--- src/rtl/systolic_seq_ctrl_if.sv ---
// Control bundle shared by the tile scheduler, systolic_seq_ctrl and the PE grid.
// master = scheduler side (drives start/k_len/abort), slave = sequencer side.
interface systolic_seq_ctrl_if #(
    parameter int N  = 4,
    parameter int KW = 16,
    parameter int RW = (N > 1) ? $clog2(N) : 1
);
    logic          start;
    logic [KW-1:0] k_len;
    logic          abort;
    logic          busy;
    logic          done;
    logic          acc_clear;
    logic          feed_valid;
    logic [KW-1:0] k_idx;
    logic [N-1:0]  row_valid;
    logic [N-1:0]  col_valid;
    logic          drain_en;
    logic [RW-1:0] drain_row;
    logic [31:0]   perf_cycles;

    modport master (
        output start, k_len, abort,
        input  busy, done, acc_clear, feed_valid, k_idx, row_valid, col_valid,
               drain_en, drain_row, perf_cycles
    );

    modport slave (
        input  start, k_len, abort,
        output busy, done, acc_clear, feed_valid, k_idx, row_valid, col_valid,
               drain_en, drain_row, perf_cycles
    );
endinterface

--- src/rtl/systolic_seq_ctrl.sv ---
// Sequencer for an NxN output-stationary systolic array: clear, skewed feed, flush, drain, done.
// Optional run-length counter on perf_cycles when SEQ_CTRL_PERF_EN is defined.
module systolic_seq_ctrl #(
    parameter int N  = 4,
    parameter int KW = 16,
    parameter int RW = (N > 1) ? $clog2(N) : 1
) (
    input  logic              clk,
    input  logic              rst,
    systolic_seq_ctrl_if.slave bus
);
    localparam int            FW         = $clog2(2 * N);
    localparam logic [FW-1:0] FLUSH_LAST = FW'(2 * N - 2);
    localparam logic [RW-1:0] DRAIN_LAST = RW'(N - 1);

    typedef enum logic [2:0] {
        S_IDLE,
        S_CLEAR,
        S_FEED,
        S_FLUSH,
        S_DRAIN
    } state_t;

    state_t        state;
    state_t        state_nxt;
    logic          accept;
    logic          run_end;
    logic [KW-1:0] k_len_q;
    logic [KW-1:0] k_idx_q;
    logic [FW-1:0] flush_cnt;
    logic [RW-1:0] drain_row_q;
    logic [N-1:0]  lane_vld;
    logic          busy_q;
    logic          done_q;
    logic          acc_clear_q;
    logic          drain_en_q;

    always_comb begin
        state_nxt = state;
        unique case (state)
            S_IDLE:  if (bus.start) state_nxt = S_CLEAR;
            S_CLEAR: state_nxt = (k_len_q == '0) ? S_FLUSH : S_FEED;
            S_FEED:  if (k_idx_q == k_len_q - KW'(1)) state_nxt = S_FLUSH;
            S_FLUSH: if (flush_cnt == FLUSH_LAST) state_nxt = S_DRAIN;
            S_DRAIN: if (drain_row_q == DRAIN_LAST) state_nxt = S_IDLE;
            default: state_nxt = S_IDLE;
        endcase
        // abort overrides everything, including a start seen in IDLE
        if (bus.abort) state_nxt = S_IDLE;
    end

    assign accept  = (state == S_IDLE) && bus.start && !bus.abort;
    assign run_end = (state == S_DRAIN) && (state_nxt == S_IDLE) && !bus.abort;

    always_ff @(posedge clk) begin
        if (rst) state <= S_IDLE;
        else     state <= state_nxt;
    end

    always_ff @(posedge clk) begin
        if (accept) k_len_q <= bus.k_len;
    end

    // Output stage: all strobes are registered from the next state
    always_ff @(posedge clk) begin
        if (rst) begin
            busy_q      <= 1'b0;
            done_q      <= 1'b0;
            acc_clear_q <= 1'b0;
            drain_en_q  <= 1'b0;
            lane_vld    <= '0;
            k_idx_q     <= '0;
            flush_cnt   <= '0;
            drain_row_q <= '0;
        end else begin
            busy_q      <= (state_nxt != S_IDLE);
            done_q      <= run_end;
            acc_clear_q <= (state_nxt == S_CLEAR);
            drain_en_q  <= (state_nxt == S_DRAIN);

            // lane i sees feed_valid delayed by i cycles; abort empties the chain
            lane_vld[0] <= (state_nxt == S_FEED);
            for (int i = 1; i < N; i++) begin
                lane_vld[i] <= lane_vld[i-1] && !bus.abort;
            end

            if (bus.abort && (state != S_IDLE)) begin
                k_idx_q <= '0;
            end else if (state_nxt == S_FEED) begin
                k_idx_q <= (state == S_FEED) ? k_idx_q + KW'(1) : '0;
            end

            flush_cnt   <= ((state_nxt == S_FLUSH) && (state == S_FLUSH)) ? flush_cnt + FW'(1) : '0;
            drain_row_q <= ((state_nxt == S_DRAIN) && (state == S_DRAIN)) ? drain_row_q + RW'(1) : '0;
        end
    end

    assign bus.busy       = busy_q;
    assign bus.done       = done_q;
    assign bus.acc_clear  = acc_clear_q;
    assign bus.feed_valid = lane_vld[0];
    assign bus.k_idx      = k_idx_q;
    assign bus.row_valid  = lane_vld;
    assign bus.col_valid  = lane_vld;
    assign bus.drain_en   = drain_en_q;
    assign bus.drain_row  = drain_row_q;

`ifdef SEQ_CTRL_PERF_EN
    logic [31:0] perf_cnt;
    logic [31:0] perf_q;

    function automatic logic [31:0] sat_add(input logic [31:0] a, input logic [1:0] b);
        logic [32:0] s;
        s = {1'b0, a} + {31'b0, b};
        return s[32] ? 32'hFFFF_FFFF : s[31:0];
    endfunction

    // perf_cnt holds busy cycles so far; the published value adds the
    // current busy cycle and the done cycle that follows it
    always_ff @(posedge clk) begin
        if (rst) begin
            perf_cnt <= '0;
            perf_q   <= '0;
        end else begin
            if (accept)      perf_cnt <= '0;
            else if (busy_q) perf_cnt <= sat_add(perf_cnt, 2'd1);
            if (run_end)     perf_q   <= sat_add(perf_cnt, 2'd2);
        end
    end

    assign bus.perf_cycles = perf_q;
`else
    assign bus.perf_cycles = '0;
`endif
endmodule

--- src/flat_wrapper.sv ---
// flat-port wrapper written by rule: the top's interface ports become plain ports
module systolic_seq_ctrl_flat 
#(
    parameter int N  = 4,
    parameter int KW = 16,
    parameter int RW = (N > 1) ? $clog2(N) : 1
)
  (clk, rst, bus_start, bus_k_len, bus_abort, bus_busy, bus_done, bus_acc_clear, bus_feed_valid, bus_k_idx, bus_row_valid, bus_col_valid, bus_drain_en, bus_drain_row, bus_perf_cycles);
  systolic_seq_ctrl_if #(.N(N), .KW(KW), .RW(RW)) bus_i ();
  input  logic clk;
  input  logic rst;
  input wire logic [$bits(bus_i.start)-1:0] bus_start;
  input wire logic [$bits(bus_i.k_len)-1:0] bus_k_len;
  input wire logic [$bits(bus_i.abort)-1:0] bus_abort;
  output wire logic [$bits(bus_i.busy)-1:0] bus_busy;
  output wire logic [$bits(bus_i.done)-1:0] bus_done;
  output wire logic [$bits(bus_i.acc_clear)-1:0] bus_acc_clear;
  output wire logic [$bits(bus_i.feed_valid)-1:0] bus_feed_valid;
  output wire logic [$bits(bus_i.k_idx)-1:0] bus_k_idx;
  output wire logic [$bits(bus_i.row_valid)-1:0] bus_row_valid;
  output wire logic [$bits(bus_i.col_valid)-1:0] bus_col_valid;
  output wire logic [$bits(bus_i.drain_en)-1:0] bus_drain_en;
  output wire logic [$bits(bus_i.drain_row)-1:0] bus_drain_row;
  output wire logic [$bits(bus_i.perf_cycles)-1:0] bus_perf_cycles;
  assign bus_i.start = bus_start;
  assign bus_i.k_len = bus_k_len;
  assign bus_i.abort = bus_abort;
  assign bus_busy = bus_i.busy;
  assign bus_done = bus_i.done;
  assign bus_acc_clear = bus_i.acc_clear;
  assign bus_feed_valid = bus_i.feed_valid;
  assign bus_k_idx = bus_i.k_idx;
  assign bus_row_valid = bus_i.row_valid;
  assign bus_col_valid = bus_i.col_valid;
  assign bus_drain_en = bus_i.drain_en;
  assign bus_drain_row = bus_i.drain_row;
  assign bus_perf_cycles = bus_i.perf_cycles;
  systolic_seq_ctrl #(.N(N), .KW(KW), .RW(RW)) u_core (.clk(clk), .rst(rst), .bus(bus_i));
endmodule
--- config.mk ---
export PLATFORM = sky130hd
export DESIGN_NAME = systolic_seq_ctrl_flat
export DESIGN_NICKNAME = d
export VERILOG_FILES = /design/src/rtl/systolic_seq_ctrl_if.sv /design/src/rtl/systolic_seq_ctrl.sv /design/src/flat_wrapper.sv
export SDC_FILE = /design/constraint.sdc
export NUM_CORES = 1
export LEC_CHECK = 0
export CORE_UTILIZATION = 48
export DETAILED_ROUTE_END_ITERATION = 12
export PLACE_DENSITY = 0.81
export RECOVER_POWER = 100
export SYNTH_ARGS = -nofsm -noshare
export SYNTH_HDL_FRONTEND = slang
export SYNTH_SLANG_ARGS = --single-unit
--- constraint.sdc ---
create_clock -name clk -period 3.2 [get_ports clk]
set_input_delay 0.32 -clock clk [delete_from_list [all_inputs] [get_ports clk]]
set_output_delay 0.32 -clock clk [all_outputs]
set_load 0.01 [all_outputs]
==> reports/metrics.yaml <==
power_and_ir_drop:
  power.leakage_nw: 1.38
  power_frac_comb: 0.112
  p_int_w: 0.000844
  p_clk_frac: 0.304
  vdd_drop_max_uv: 194
  pwr_density_cell_nw_per_um2: 322
  switchingPower_w: 0.000284
  swShare: 0.252
  pwr-share-seq: 0.584
routing:
  drcViolationCount: 0
  routedWlPerCell_um: 14.4
  vias_per_cell: 5.67
  vias: 2456
  firstDrtPassIters: 5
  drt_iter0_markers: 278
  routed_wirelength_mm: 6.24
  ant_nets: 0
placement:
  dpl_worst_slack_ns: -0.0421
  hpwl_mm: 4.63
  port_buffers: 50
  place_area_um2: 3360
  gp_congestion: 0.847
synthesis:
  yosys-top-cells-count: "buf_4 (38), dfxtp_1 (32), nor2_1 (19), xnor2_1 (19), a21oi_1 (17)"
  syn_avg_cell_area_um2: 9.50
  synthAdderAreaFrac: 0.0216
  yosysSeqAreaShare: 0.387
  synth_cells: 305
  synthTopCellsByArea: "dfxtp_1 (22%), edfxtp_1 (17%), buf_4 (9.8%)"
  synth-compound-area-share: 0.166
  synth_xor_area_frac: 0.0756
  yosys.area_share.simple: 0.224
  yosys_warnings: 0
  synth-main-ff-cell: "dfxtp_1"
  ys_ff_latch: 48
  muxShareOfSynthArea: 0.00389
  yosys.cell_types.count: 63
  syn_area_um2: 2900
  synth.top_cell.area_share: 0.221
  synth_top_area_cell: "dfxtp_1"
  synth_top_family_by_area: "simple AND/OR/NAND/NOR gates"
  synth-edff-count: 16
  ys_async_sr_fraction: 0
  yosysMostFrequentCell: "buf_4"
sta:
  layout_setup_ws_ns: 0.156
  fin_crit_sh: 0.951
  tightest_slew_ns: 0.722
  relSlewSlack: 0.519
  final-hold-violation-count: 0
  period_minus_slack_ns: 3.04
  final_max_slew_viol_count: 0
  fmax_ghz: 0.329
  setup_tns_ns: 0
  setup_violations: 0
  fin_skew_ns: 0.00509
worst_setup_path:
  path_delay_family: "compound AO/OA/AOI/OAI gates"
  worstSetupStartpointType: "register"
  crit_path_max_incr_delay_ns: 0.51
  worst-path-buf-inv: 3
  worstSetupEndpointType: "register"
  path_cells: "inv_1 > ha_2 > or4b_4 > o211ai_1 > nand3_1 > a31oi_1 > nor4b_4 > buf_6 > a2111oi_1 > buf_4 > xnor2_1 > a21oi_1"
  cp_data_arrival_time_ns: 3.22
  cp_slowest_cell: "or4b_4"
  path_max_fanout: 9
  path_class: "reg -> reg"
  cp.required_ns: 3.37
cts:
  root_buffer: "clkbuf_8"
  cts.sinks: 48
  clk_pin_slew_ns: 0.08
  numCtsBuffers: 5
  cts_tree: "built"
  cts_hold_buf: 0
  clockBufferDepth: 2
  htreeDepth: 2
  insertion_delay_ns: 0.30
layout:
  drive_gt1_frac: 0.114
  final_nets: 385
  utilization: 0.617
  num_antenna_cells: 0
  fillers: 479
  design_area_um2: 3500
  syn2layout_area_growth_pct: 20.9
global_route:
  antenna_found_initial: 0
  grt_pass1_vias: 2224
  grt_pass1_wl_mm: 10.3
  grt_overflow: 0
  grt_max_degree: 20
  grtUsageTotal: 0.210
hold_path:
  hold_class: "reg -> reg"
outcome:
  status: "finished clean"
job:
  drv_cap: 0
floorplanning:
  dieArea_um2: 6350
  die_x_um: 79.7
  io_pins: 83
  start_util: 0.511
  fp-row-count: 27
  design.core.area_um2: 5680
  die_h_um: 79.7
-- layout by cell type (no fill, tap or decap), drive strengths merged, types with 4 or more instances in the layout --
| cell type | instances |
|---|---|
| ha | 5 |
| a31oi | 4 |
| or4 | 5 |
| buf | 14 |
| edfxtp | 16 |
| clkbuf | 5 |
| nor4b | 4 |
| inv | 6 |
| o31ai | 5 |
| conb | 32 |
| a21oi | 17 |
| a22oi | 9 |
| nand2 | 15 |
| nor2b | 6 |
| a2111oi | 5 |
| nand4 | 6 |
| o21ai | 6 |
| or3 | 6 |
| xnor2 | 19 |
| nor2 | 19 |
| xor2 | 6 |
| dlygate4sd3 | 47 |
| and2 | 4 |
| dfxtp | 32 |
| nor3 | 7 |
| nand3 | 14 |
-- layout make-up --
| class | instances | area [um2] | share of cell area |
|---|---|---|---|
| inverter | 6 | 22.5 | 0.00643 |
| clock buffer | 5 | 68.8 | 0.0196 |
| multi-input combinational | 235 | 1570 | 0.447 |
| timing repair buffer | 64 | 622 | 0.177 |
| clock inverter | 3 | 13.8 | 0.00393 |
| sequential | 48 | 1120 | 0.320 |
| tap | 72 | 90.1 | 0.0257 |
-- repair_timing --
action	in CTS	in global routing
gates resized for setup	1	6
endpoints found under the setup margin	1	19
pin swaps	0	1
setup buffers	0	5
-- kinds of logic (layout without fill, tap and decap cells) --
family | count (synthesis) | in the layout
other cells | 1 | 32
buf+inv | 53 | 78
mux | 1 | 1
xor+xnor | 25 | 25
fa+ha+maj | 5 | 5
simple gates | 108 | 108
flops | 48 | 48
compound gates | 64 | 64
-- registers in the layout (all words and copies together) (netlist names) --
name                  count
u_core.bus.done           1
u_core.bus.acc_clear      1
u_core.bus.drain_row      2
u_core.flush_cnt          3
u_core.bus.k_idx         16
u_core.bus.col_valid      4
u_core.k_len_q           16
u_core.bus.busy           1
u_core.state              3
u_core.bus.drain_en       1
-- metal layers --
metal	track usage	part of all wire	up-vias
li1	-	-	1167
met1	0.270	0.43	1153
met2	0.344	0.48	120
met3	0.0423	0.063	16
met4	0.0782	0.021	0
met5	0	0	-
-- final timing paths --
path	from	endpoint	slack (ns)	cells after the start
setup reg to reg	u_core.k_len_q[1]$_DFFE_PP_	u_core.bus.k_idx[8]$_SDFFE_PP0P_	0.16	12
setup / recovery	u_core.k_len_q[1]$_DFFE_PP_	u_core.bus.k_idx[8]$_SDFFE_PP0P_	0.16	12
hold / removal	u_core.bus.drain_row[0]$_SDFF_PP0_	u_core.bus.drain_row[0]$_SDFF_PP0_	0.44	1
hold reg to reg	u_core.bus.drain_row[0]$_SDFF_PP0_	u_core.bus.drain_row[0]$_SDFF_PP0_	0.44	1
-- stage by stage --
step,total power [W],instances,hold WS [ns]
final,0.00113,433,0.440
after global routing,0.00118,433,0.466
after CTS,0.00114,428,0.451
after detailed placement,0.000798,420,0.438
after global placement,0.000794,420,0.430
after floorplan,0.000776,336,0.393
-- power groups by stage --
stage	logic [W]	registers [W]	clock network [W]
final	0.000126	0.000659	0.000343
after CTS	0.000126	0.000659	0.000354
after floorplan	0.000107	0.000669	0
after detailed placement	0.000125	0.000673	0
after global placement	0.000122	0.000672	0
after global routing	0.000141	0.000662	0.000375
(Power assumes the default switching activity.)
